--- config.mk ---
export PLATFORM = sky130hd
export DESIGN_NAME = axis_uart_echo_engine
export DESIGN_NICKNAME = d
export VERILOG_FILES = /design/src/rtl/uart_echo_pkg.sv /design/src/rtl/axis_uart_echo_engine_fifo.sv /design/src/rtl/axis_uart_echo_engine.sv
export SDC_FILE = /design/constraint.sdc
export NUM_CORES = 1
export LEC_CHECK = 0
export BUFFER_PORTS_ARGS = -buffer_cell sky130_fd_sc_hd__buf_2
export CAP_MARGIN = 20
export CORE_ASPECT_RATIO = 0.5
export CORE_MARGIN = 3
export CORE_UTILIZATION = 35
export CTS_CLUSTER_SIZE = 10
export DETAILED_ROUTE_END_ITERATION = 12
export PLACE_DENSITY = 0.57
export SETUP_SLACK_MARGIN = 0.2
export SLEW_MARGIN = 20
export SYNTH_ARGS = -nofsm -noshare
export SYNTH_HDL_FRONTEND = slang
export SYNTH_HIERARCHICAL = 1
export SYNTH_SLANG_ARGS = --single-unit
--- constraint.sdc ---
create_clock -name clk -period 6 [get_ports clk]
set_input_delay 0.3 -clock clk [delete_from_list [all_inputs] [get_ports clk]]
set_output_delay 0.3 -clock clk [all_outputs]
set_load 0.01 [all_outputs]
--- src/rtl/uart_echo_pkg.sv ---
// Shared definitions for the UART echo engine: mode codes, FSM states and
// the ASCII bounds used by the upper-case transform.
package uart_echo_pkg;

    typedef enum logic [1:0] {
        MODE_PASS    = 2'd0,
        MODE_LINE    = 2'd1,
        MODE_CASE    = 2'd2,
        MODE_DISCARD = 2'd3
    } mode_e;

    typedef enum logic {
        ST_COLLECT = 1'b0,
        ST_DRAIN   = 1'b1
    } state_e;

    localparam logic [7:0] ASCII_LOWER_A = 8'h61;
    localparam logic [7:0] ASCII_LOWER_Z = 8'h7A;
    localparam logic [7:0] ASCII_CASE_BIT = 8'h20;

    function automatic logic [7:0] to_upper(input logic [7:0] b);
        if (b >= ASCII_LOWER_A && b <= ASCII_LOWER_Z)
            return b & ~ASCII_CASE_BIT;
        return b;
    endfunction

endpackage

--- src/rtl/axis_uart_echo_engine_fifo.sv ---
// First-word-fall-through synchronous FIFO; pointers carry one extra wrap
// bit so full and empty are distinguished without a separate counter.
module sync_fifo_fwft #(
    parameter int DATA_W = 8,
    parameter int DEPTH  = 16
) (
    input  logic                     clk,
    input  logic                     rst,
    input  logic                     wr_en,
    input  logic [DATA_W-1:0]        wr_data,
    input  logic                     rd_en,
    output logic [DATA_W-1:0]        rd_data,
    output logic                     full,
    output logic                     empty,
    output logic [$clog2(DEPTH):0]   level
);

    localparam int AW = $clog2(DEPTH);

    logic [DATA_W-1:0] mem [DEPTH];
    logic [AW:0]       wr_ptr;
    logic [AW:0]       rd_ptr;
    logic              wr_ok;
    logic              rd_ok;

    assign empty   = (wr_ptr == rd_ptr);
    assign full    = (wr_ptr[AW] != rd_ptr[AW]) && (wr_ptr[AW-1:0] == rd_ptr[AW-1:0]);
    assign level   = wr_ptr - rd_ptr;
    assign rd_data = mem[rd_ptr[AW-1:0]];
    assign wr_ok   = wr_en & ~full;
    assign rd_ok   = rd_en & ~empty;

    // NOTE: storage has no reset; the pointers alone define which entries are valid.
    always_ff @(posedge clk) begin
        if (wr_ok)
            mem[wr_ptr[AW-1:0]] <= wr_data;
    end

    // NOTE: sequential state uses non-blocking assignments so all flops update together.
    always_ff @(posedge clk or posedge rst) begin
        if (rst) begin
            wr_ptr <= '0;
            rd_ptr <= '0;
        end else begin
            if (wr_ok)
                wr_ptr <= wr_ptr + (AW+1)'(1);
            if (rd_ok)
                rd_ptr <= rd_ptr + (AW+1)'(1);
        end
    end

endmodule

--- src/rtl/axis_uart_echo_engine.sv ---
// Buffered RX-to-TX echo path with PASS/LINE/CASE/DISCARD modes and
// saturating traffic counters for bring-up over the FTDI link.
module axis_uart_echo_engine
    import uart_echo_pkg::*;
#(
    parameter int                DATA_W = 8,
    parameter int                DEPTH  = 16,
    parameter logic [DATA_W-1:0] EOL    = DATA_W'(8'h0D),
    parameter int                CNT_W  = 16
) (
    input  logic                   clk,
    input  logic                   rst,
    input  logic [1:0]             mode,
    input  logic [DATA_W-1:0]      i_tdata,
    input  logic                   i_tvalid,
    output logic                   i_tready,
    output logic [DATA_W-1:0]      o_tdata,
    output logic                   o_tvalid,
    input  logic                   o_tready,
    output logic [$clog2(DEPTH):0] level,
    output logic [CNT_W-1:0]       rx_count,
    output logic [CNT_W-1:0]       tx_count,
    output logic [CNT_W-1:0]       drop_count
);

    localparam int LW = $clog2(DEPTH) + 1;

    state_e            state;
    mode_e             act_mode;
    logic              in_en;
    logic              in_hs;
    logic              out_hs;
    logic              fifo_wr;
    logic              full;
    logic              empty;
    logic [DATA_W-1:0] rd_data;
    logic [DATA_W-1:0] shaped;

    assign in_hs   = i_tvalid & i_tready;
    assign out_hs  = o_tvalid & o_tready;
    assign fifo_wr = in_hs && (act_mode != MODE_DISCARD);

    sync_fifo_fwft #(.DATA_W(DATA_W), .DEPTH(DEPTH)) u_fifo (
        .clk     (clk),
        .rst     (rst),
        .wr_en   (fifo_wr),
        .wr_data (i_tdata),
        .rd_en   (out_hs),
        .rd_data (rd_data),
        .full    (full),
        .empty   (empty),
        .level   (level)
    );

    // NOTE: every always_comb output gets a default first so no latch is inferred.
    always_comb begin
        i_tready = 1'b0;
        o_tvalid = 1'b0;
        if (in_en) begin
            unique case (act_mode)
                MODE_DISCARD: begin
                    i_tready = 1'b1;
                    o_tvalid = ~empty;
                end
                MODE_LINE: begin
                    if (state == ST_COLLECT)
                        i_tready = ~full;
                    else
                        o_tvalid = ~empty;
                end
                default: begin
                    i_tready = ~full;
                    o_tvalid = ~empty;
                end
            endcase
        end
    end

    generate
        if (DATA_W == 8) begin : g_case
            assign shaped = (act_mode == MODE_CASE) ? to_upper(rd_data) : rd_data;
        end else begin : g_nocase
            assign shaped = rd_data;
        end
    endgenerate

    // Zero when idle keeps the reset value and never exposes stale storage.
    assign o_tdata = o_tvalid ? shaped : '0;

    always_ff @(posedge clk or posedge rst) begin
        if (rst) begin
            state    <= ST_COLLECT;
            act_mode <= MODE_PASS;
            in_en    <= 1'b0;
        end else begin
            in_en <= 1'b1;
            // A byte entering an empty FIFO on this edge starts a line under the current mode.
            if (state == ST_COLLECT && empty && !fifo_wr)
                act_mode <= mode_e'(mode);
            unique case (state)
                ST_COLLECT: begin
                    if (act_mode == MODE_LINE && fifo_wr &&
                        (i_tdata == EOL || level == LW'(DEPTH - 1)))
                        state <= ST_DRAIN;
                end
                ST_DRAIN: begin
                    if (empty || (out_hs && level == LW'(1)))
                        state <= ST_COLLECT;
                end
                default: state <= ST_COLLECT;
            endcase
        end
    end

    always_ff @(posedge clk or posedge rst) begin
        if (rst) begin
            rx_count   <= '0;
            tx_count   <= '0;
            drop_count <= '0;
        end else begin
            if (in_hs && rx_count != '1)
                rx_count <= rx_count + CNT_W'(1);
            if (out_hs && tx_count != '1)
                tx_count <= tx_count + CNT_W'(1);
            if (in_hs && act_mode == MODE_DISCARD && drop_count != '1)
                drop_count <= drop_count + CNT_W'(1);
        end
    end

endmodule

* After elaboration in Yosys (flattened, before gate mapping)
Memories as Yosys holds them, arrays and structs flattened.
Cells that the tools add are included.
Widths: inputs -> output; s select.
** Word-level totals
- Register bits :: 62
- RAM bits :: 128
- Input bits :: 14
- Output and inout port bits :: 63
- Logic and storage cells :: 68
- Memories :: 1
** Memories
- u_fifo.mem :: words 16, width 8, read ports 1, clocked after memory_dff 0, wr ports 1, RTL line axis_uart_echo_engine_fifo.sv:20 : logic [DATA_W-1:0] mem [DEPTH];
** Cells by class
- Add/sub/neg operators :: 6
- Magnitude comparators :: 2
- Equal/unequal tests :: 13
- Multiplexer cells :: 16
- Bitwise operators :: 7
- Reduce and logical (&&, ||, !) cells :: 15
** Operators with widths (number)
- $add 16x1->16 const B :: 3
- $ne 16x16->1 const B :: 3
- $mux 8 :: 4
- $logic_and 1x1->1 :: 12
- $add 5x1->5 const B :: 2
- $mux 1 :: 10
- $eq 8x4->1 const B :: 1
- $ge 8x7->1 const B :: 1
- $le 8x7->1 const B :: 1
- $eq 5x1->1 const B :: 1
- $eq 5x4->1 const B :: 1
- $eq 5x5->1 :: 1
- $sub 5x5->5 :: 1
- $and 1x1->1 :: 4
- $eq 2x2->1 const B :: 2
- $eq 4x4->1 :: 1
- $pmux 1 s2 :: 2
- $not 1->1 :: 3
- $eq 2x1->1 const B :: 1
- $logic_or 1x1->1 :: 2
- $ne 2x2->1 const B :: 1
- $logic_not 1->1 :: 1
- $ne 1x1->1 :: 1

* Longest topological paths before layout
- Depth after elaboration :: 12
- Depth in mapped cells :: 14
- Gate-level depth less buffers :: 11

* By module
Netlist, hierarchy kept.
** Modules (own cells, without submodules)
- sync_fifo_fwft :: times used 1, cells an instance 299, area an instance 5691.7 um^2, sequential area each 4093.9 um^2
- axis_uart_echo_engine :: times used 1, cells an instance 266, area an instance 2816.5 um^2, sequential area each 1301.2 um^2

* Worst setup path after synthesis
No wires, ideal clock.
- Path type :: register to register
- Start point :: register u_fifo.rd_ptr[1]
- End point :: memory u_fifo.mem[3][0] (enable)
- Setup time :: 0.383 ns
- Data arrival time :: 2.665 ns
- Data required time :: 5.617 ns
- Path slack :: 2.952 ns
- Stages on the path, launching flop included :: 12
- Buffers on the path :: 3
- Period minus slack after synthesis :: 3.048 ns
- Cell sequence :: dfrtp_1 buf_2 clkbuf_1 inv_1 ha_1 nand4_1 nor2_1 nor3_1 o21a_1 buf_4 nand2_1 nor3_1
** On the way
- Word-level cells in the longest chain between the ends :: 11
** RTL lines
- start, declared :: RTL line axis_uart_echo_engine_fifo.sv:22 : logic [AW:0] rd_ptr;
- start signal, assigned :: RTL line axis_uart_echo_engine_fifo.sv:48 : rd_ptr <= rd_ptr + (AW+1)'(1);
- $eq 4x4->1 * :: RTL line axis_uart_echo_engine_fifo.sv:27 : assign full = (wr_ptr[AW] != rd_ptr[AW]) && (wr_ptr[AW-1:0] == rd_ptr[AW-1:0]);
- $logic_and 1x1->1 * :: RTL line axis_uart_echo_engine_fifo.sv:27
- via full :: RTL line axis_uart_echo_engine.sv:34 : logic full;
- $not 1->1 * :: RTL line axis_uart_echo_engine.sv:67, axis_uart_echo_engine.sv:72
- $mux 1 :: RTL line axis_uart_echo_engine.sv:66 : if (state == ST_COLLECT)
- $pmux 1 s2 * :: RTL line axis_uart_echo_engine.sv:60 : unique case (act_mode)
- $mux 1 * :: RTL line axis_uart_echo_engine.sv:59 : if (in_en) begin
- $and 1x1->1 * :: RTL line axis_uart_echo_engine.sv:39 : assign in_hs = i_tvalid & i_tready;
- $logic_and 1x1->1 * :: RTL line axis_uart_echo_engine.sv:41 : assign fifo_wr = in_hs && (act_mode != MODE_DISCARD);
- via fifo_wr :: RTL line axis_uart_echo_engine.sv:33 : logic fifo_wr;
- $and 1x1->1 * :: RTL line axis_uart_echo_engine_fifo.sv:30 : assign wr_ok = wr_en & ~full;
- $mux 1 * :: RTL line axis_uart_echo_engine_fifo.sv:35 : if (wr_ok)
- $mux 1 (not written as such) * :: RTL line axis_uart_echo_engine_fifo.sv:36 : mem[wr_ptr[AW-1:0]] <= wr_data;
- end, declared :: RTL line axis_uart_echo_engine_fifo.sv:20
The timed path passes the listed nets; every way through them passes the cells marked *.

* Worst setup path after layout
- Start point :: register u_fifo.rd_ptr[0]
- End point :: output o_tdata[5]
** On the way
- Word-level cells in the longest chain between the ends :: 7
- Elaborated cells on any way between the ends :: 13
- Those cells by class :: 2 x order compare; 1 x eq/ne; 7 x mux; 1 x bitwise; 1 x reduce/logical; 1 x memory
** RTL lines
- $mem_v2 16x8 *
- via rd_data[4] :: RTL line axis_uart_echo_engine.sv:36 : logic [DATA_W-1:0] rd_data;
- $ge 8x7->1 / $le 8x7->1 (equally long branches) :: RTL line uart_echo_pkg.sv:22 : if (b >= ASCII_LOWER_A && b <= ASCII_LOWER_Z)
- $logic_and 1x1->1 * :: RTL line uart_echo_pkg.sv:22
- $mux 1 * :: RTL line uart_echo_pkg.sv:22
- $mux 8 * :: RTL line uart_echo_pkg.sv:24 : return b;
- $mux 8 * :: RTL line axis_uart_echo_engine.sv:81 : assign shaped = (act_mode == MODE_CASE) ? to_upper(rd_data) : rd_data;
- $mux 8 * :: RTL line axis_uart_echo_engine.sv:88 : assign o_tdata = o_tvalid ? shaped : '0;
- end, declared :: RTL line axis_uart_echo_engine.sv:17 : output logic [DATA_W-1:0] o_tdata,
Marks and branches as above.

==> flow_summary.ini <==
[finish]
multi_input_area_sq_mm = 0.002940
final_nets = 672
fin_area_sq_mm = 0.009748
diodes = 0
area_growth_pct = 14.57
regArea_sq_mm = 0.005396
final_common_cell = edfxtp_1
fillers = 2091
drive_gt1_frac = 0.2161
layout_common_cells = 128 x edfxtp_1, 76 x buf_2, 61 x dfrtp_1
layout.cells.non_filler = 964
fin_util = 0.4179

[run]
cap_violations = 0

[hold_path]
holdCritPathClass = in -> reg

[timing]
slew_violations = 0
setup_ws_ns = 2.129
relSlewSlack = 0.2813
tightest_slew_ns = 1.070
setup_viol = 0
period_share = 0.6451
clock.fmax_mhz = 258.4
rsz0062_at_grt = false
hold_slack_ns = 0.09236
period_minus_slack_ns = 3.871
hold_viol = 0
setup_tns_ns = 0
finClkSkew_ns = 0.01129

[worst_setup_path]
startpoint = u_fifo/rd_ptr[0]
critPathBufInv = 2
end_kind = primary output
worstSetupEndpoint = o_tdata[5]
worstPathRequired_ns = 5.70
critical_path.cell_chain = buf_4, mux4_1, a32oi_1, o21ai_1, or4_1, o21ai_0, a31oi_1, nor2_1, buf_2
reg2reg_depth = 9
cp_top_family = flip-flops
max_stage_delay_ns = 0.80
rrSetupSlack_ns = 2.24
start_kind = register
cp_max_fo = 17
worstPathArrival_ns = 3.57
slowest_stage = dfrtp_1
critPathKind = reg -> out
rr_endpoint = u_fifo/mem[1][6]
r2r_start = u_fifo/rd_ptr[1]
worst-path-stages = 9

[cts]
cts.reportedPaths.clkPinSlew_ns = 0.07
post_cts_buffers = 0
ctsHtreeMaxLevel = 4
cts.sinks = 190
numCtsBuffers = 17
clock_latency_ns = 0.44
clockRootBuffer = clkbuf_16
cts_tree = built
cts_resized = 0
cts_max_path_buffers = 2

[power]
intPower_mw = 2.682
ir_drop_v = 0.0002467
p_sw_mw = 1.474
power_mw = 4.156
seqPwrFrac = 0.415
swShare = 0.3547
power_frac_clock = 0.262
p_leak_nw = 3.884
power_frac_comb = 0.323
power_density_mw_per_mm2 = 426.4

[floorplanning]
chipHeight_um = 116.3
initial_utilization = 0.3648
rows = 39
dieArea_sq_mm = 0.02633
io-pin-count = 77
die_x_um = 226.5
core-area_sq_mm = 0.02332

[logic_synthesis]
synth_area_leaders = edfxtp_1 45%, dfrtp_1 18%, mux4_1 4.9%
synth.top_cell.area_share = 0.4518
ys_warn_count = 6
yosysSeqAreaShare = 0.6341
synth_cells = 565
synth_top_cell_by_area = edfxtp_1
async_flop_share = 0.3263
synthFlopType = edfxtp_1
syn-num-nets = 592
syn_area_sq_mm = 0.008508
synth_edf_count = 128
ys_ff_latch = 190
yosysUniqueCellTypes = 61
avgSynthCellArea_sq_um = 15.06

[placement]
pre_cts_ws_ns = 2.143
hpwl_mm = 12.82
post-place-cells = 932
place_area_sq_mm = 0.009165
place_congestion = 0.8116
io_buffers = 76

[drt]
ant_nets = 0
drtIter0Drc = 467
via_per_inst = 5.240
routed_wl_mm = 19.08
drc = 0
num_vias = 5051
dr.pass1.iters = 4
wl_per_cell_um = 19.79

[global_routing]
grt_pass1_vias = 4788
antenna_found_initial = 0
grt_overflow = 0
grt_pass1_wl_mm = 28.94
grt_start_max_net_pins = 44
grt.total_usage = 0.1491

[run_status]
status = completed
==> kinds of logic after synthesis <==
logic type,count (synthesis),share of synthesized area
AND/OR/NAND/NOR,170,0.1171
flip-flops,190,0.6341
adder cells (fa/ha/maj),13,0.02000
AO/OA/AOI/OAI,48,0.04147
buffers and inverters,33,0.02206
other,1,0.0004408
multiplexers,54,0.1072
XOR/XNOR,56,0.05765
==> sequential cells by signal, summed over array words and instances, names as in the netlist <==
name / cells
act_mode: 2
u_fifo/rd_ptr: 5
state: 1
u_fifo/wr_ptr: 5
u_fifo/mem: 128
in_en: 1
drop_count: 16
rx_count: 16
tx_count: 16
==> power by group through the flow <==
stage | logic (mW) | registers (mW) | clock network (mW)
5_1_grt | 1.46 | 1.75 | 1.18
2_1_floorplan | 0.990 | 1.68 | 0
4_1_cts | 1.35 | 1.72 | 1.12
3_5_place_dp | 1.34 | 1.74 | 0
6_report | 1.34 | 1.72 | 1.09
3_3_place_gp | 1.33 | 1.74 | 0
==> synth_stat cells, types with 4 or more instances <==
cell,count
edfxtp_1,128
dfrtp_1,62
xor2_1,34
nand2_1,26
mux2i_1,24
nor3_1,23
nor2_1,22
xnor2_1,22
nand4_1,21
nand3_1,18
mux4_1,16
nor4_1,13
ha_1,12
inv_1,12
and3_1,11
a22oi_1,8
a32oi_1,8
mux4_2,8
o21ai_1,8
and4_1,6
o21ai_0,6
a21o_1,5
and2_1,5
buf_2,5
clkbuf_1,5
mux2_2,5
nand4b_1,4
==> layout make-up <==
| cell class | instances | share of cell area |
|---|---|---|
| sequential | 190 | 0.5536 |
| multi-input combinational | 342 | 0.3016 |
| tap | 307 | 0.03940 |
| clock inverter | 14 | 0.01361 |
| timing repair buffer | 81 | 0.04313 |
| clock buffer | 17 | 0.04364 |
| inverter | 13 | 0.005006 |
==> worst reg2reg max path, cell delays in order, from the launching register on <==
cell     delay (ns)
dfrtp_2        0.34
buf_4          0.49
inv_1          0.20
ha_1           0.35
nand4_1        0.12
nor2_1         0.06
nor3_1         0.36
o21a_1         0.38
nand2_1        0.21
nor3_1         0.86
==> metal layers <==
layer / global-route usage / wire, um / vias up
li1: - / - / 2360
met1: 0.2203 / 9434 / 2569
met4: 0.05250 / 294 / 0
met2: 0.2160 / 8489 / 102
met5: 0 / 0 / -
met3: 0.03440 / 859 / 20
==> worst min-delay path by stage <==
stage,end,cells after the start,start
floorplan,u_fifo/rd_ptr[0],1,rst
global placement,rx_count[3],2,rst
detailed placement,rx_count[0],2,rst
CTS,act_mode[0],2,mode[0]
global route,act_mode[1],2,mode[1]
finish,act_mode[0],2,mode[0]
==> timing repair <==
action,CTS,global route
hold endpoints to repair,26,0
setup endpoints to repair,0,0
hold buffers,1,0
Power figures use the tool's default switching activity.
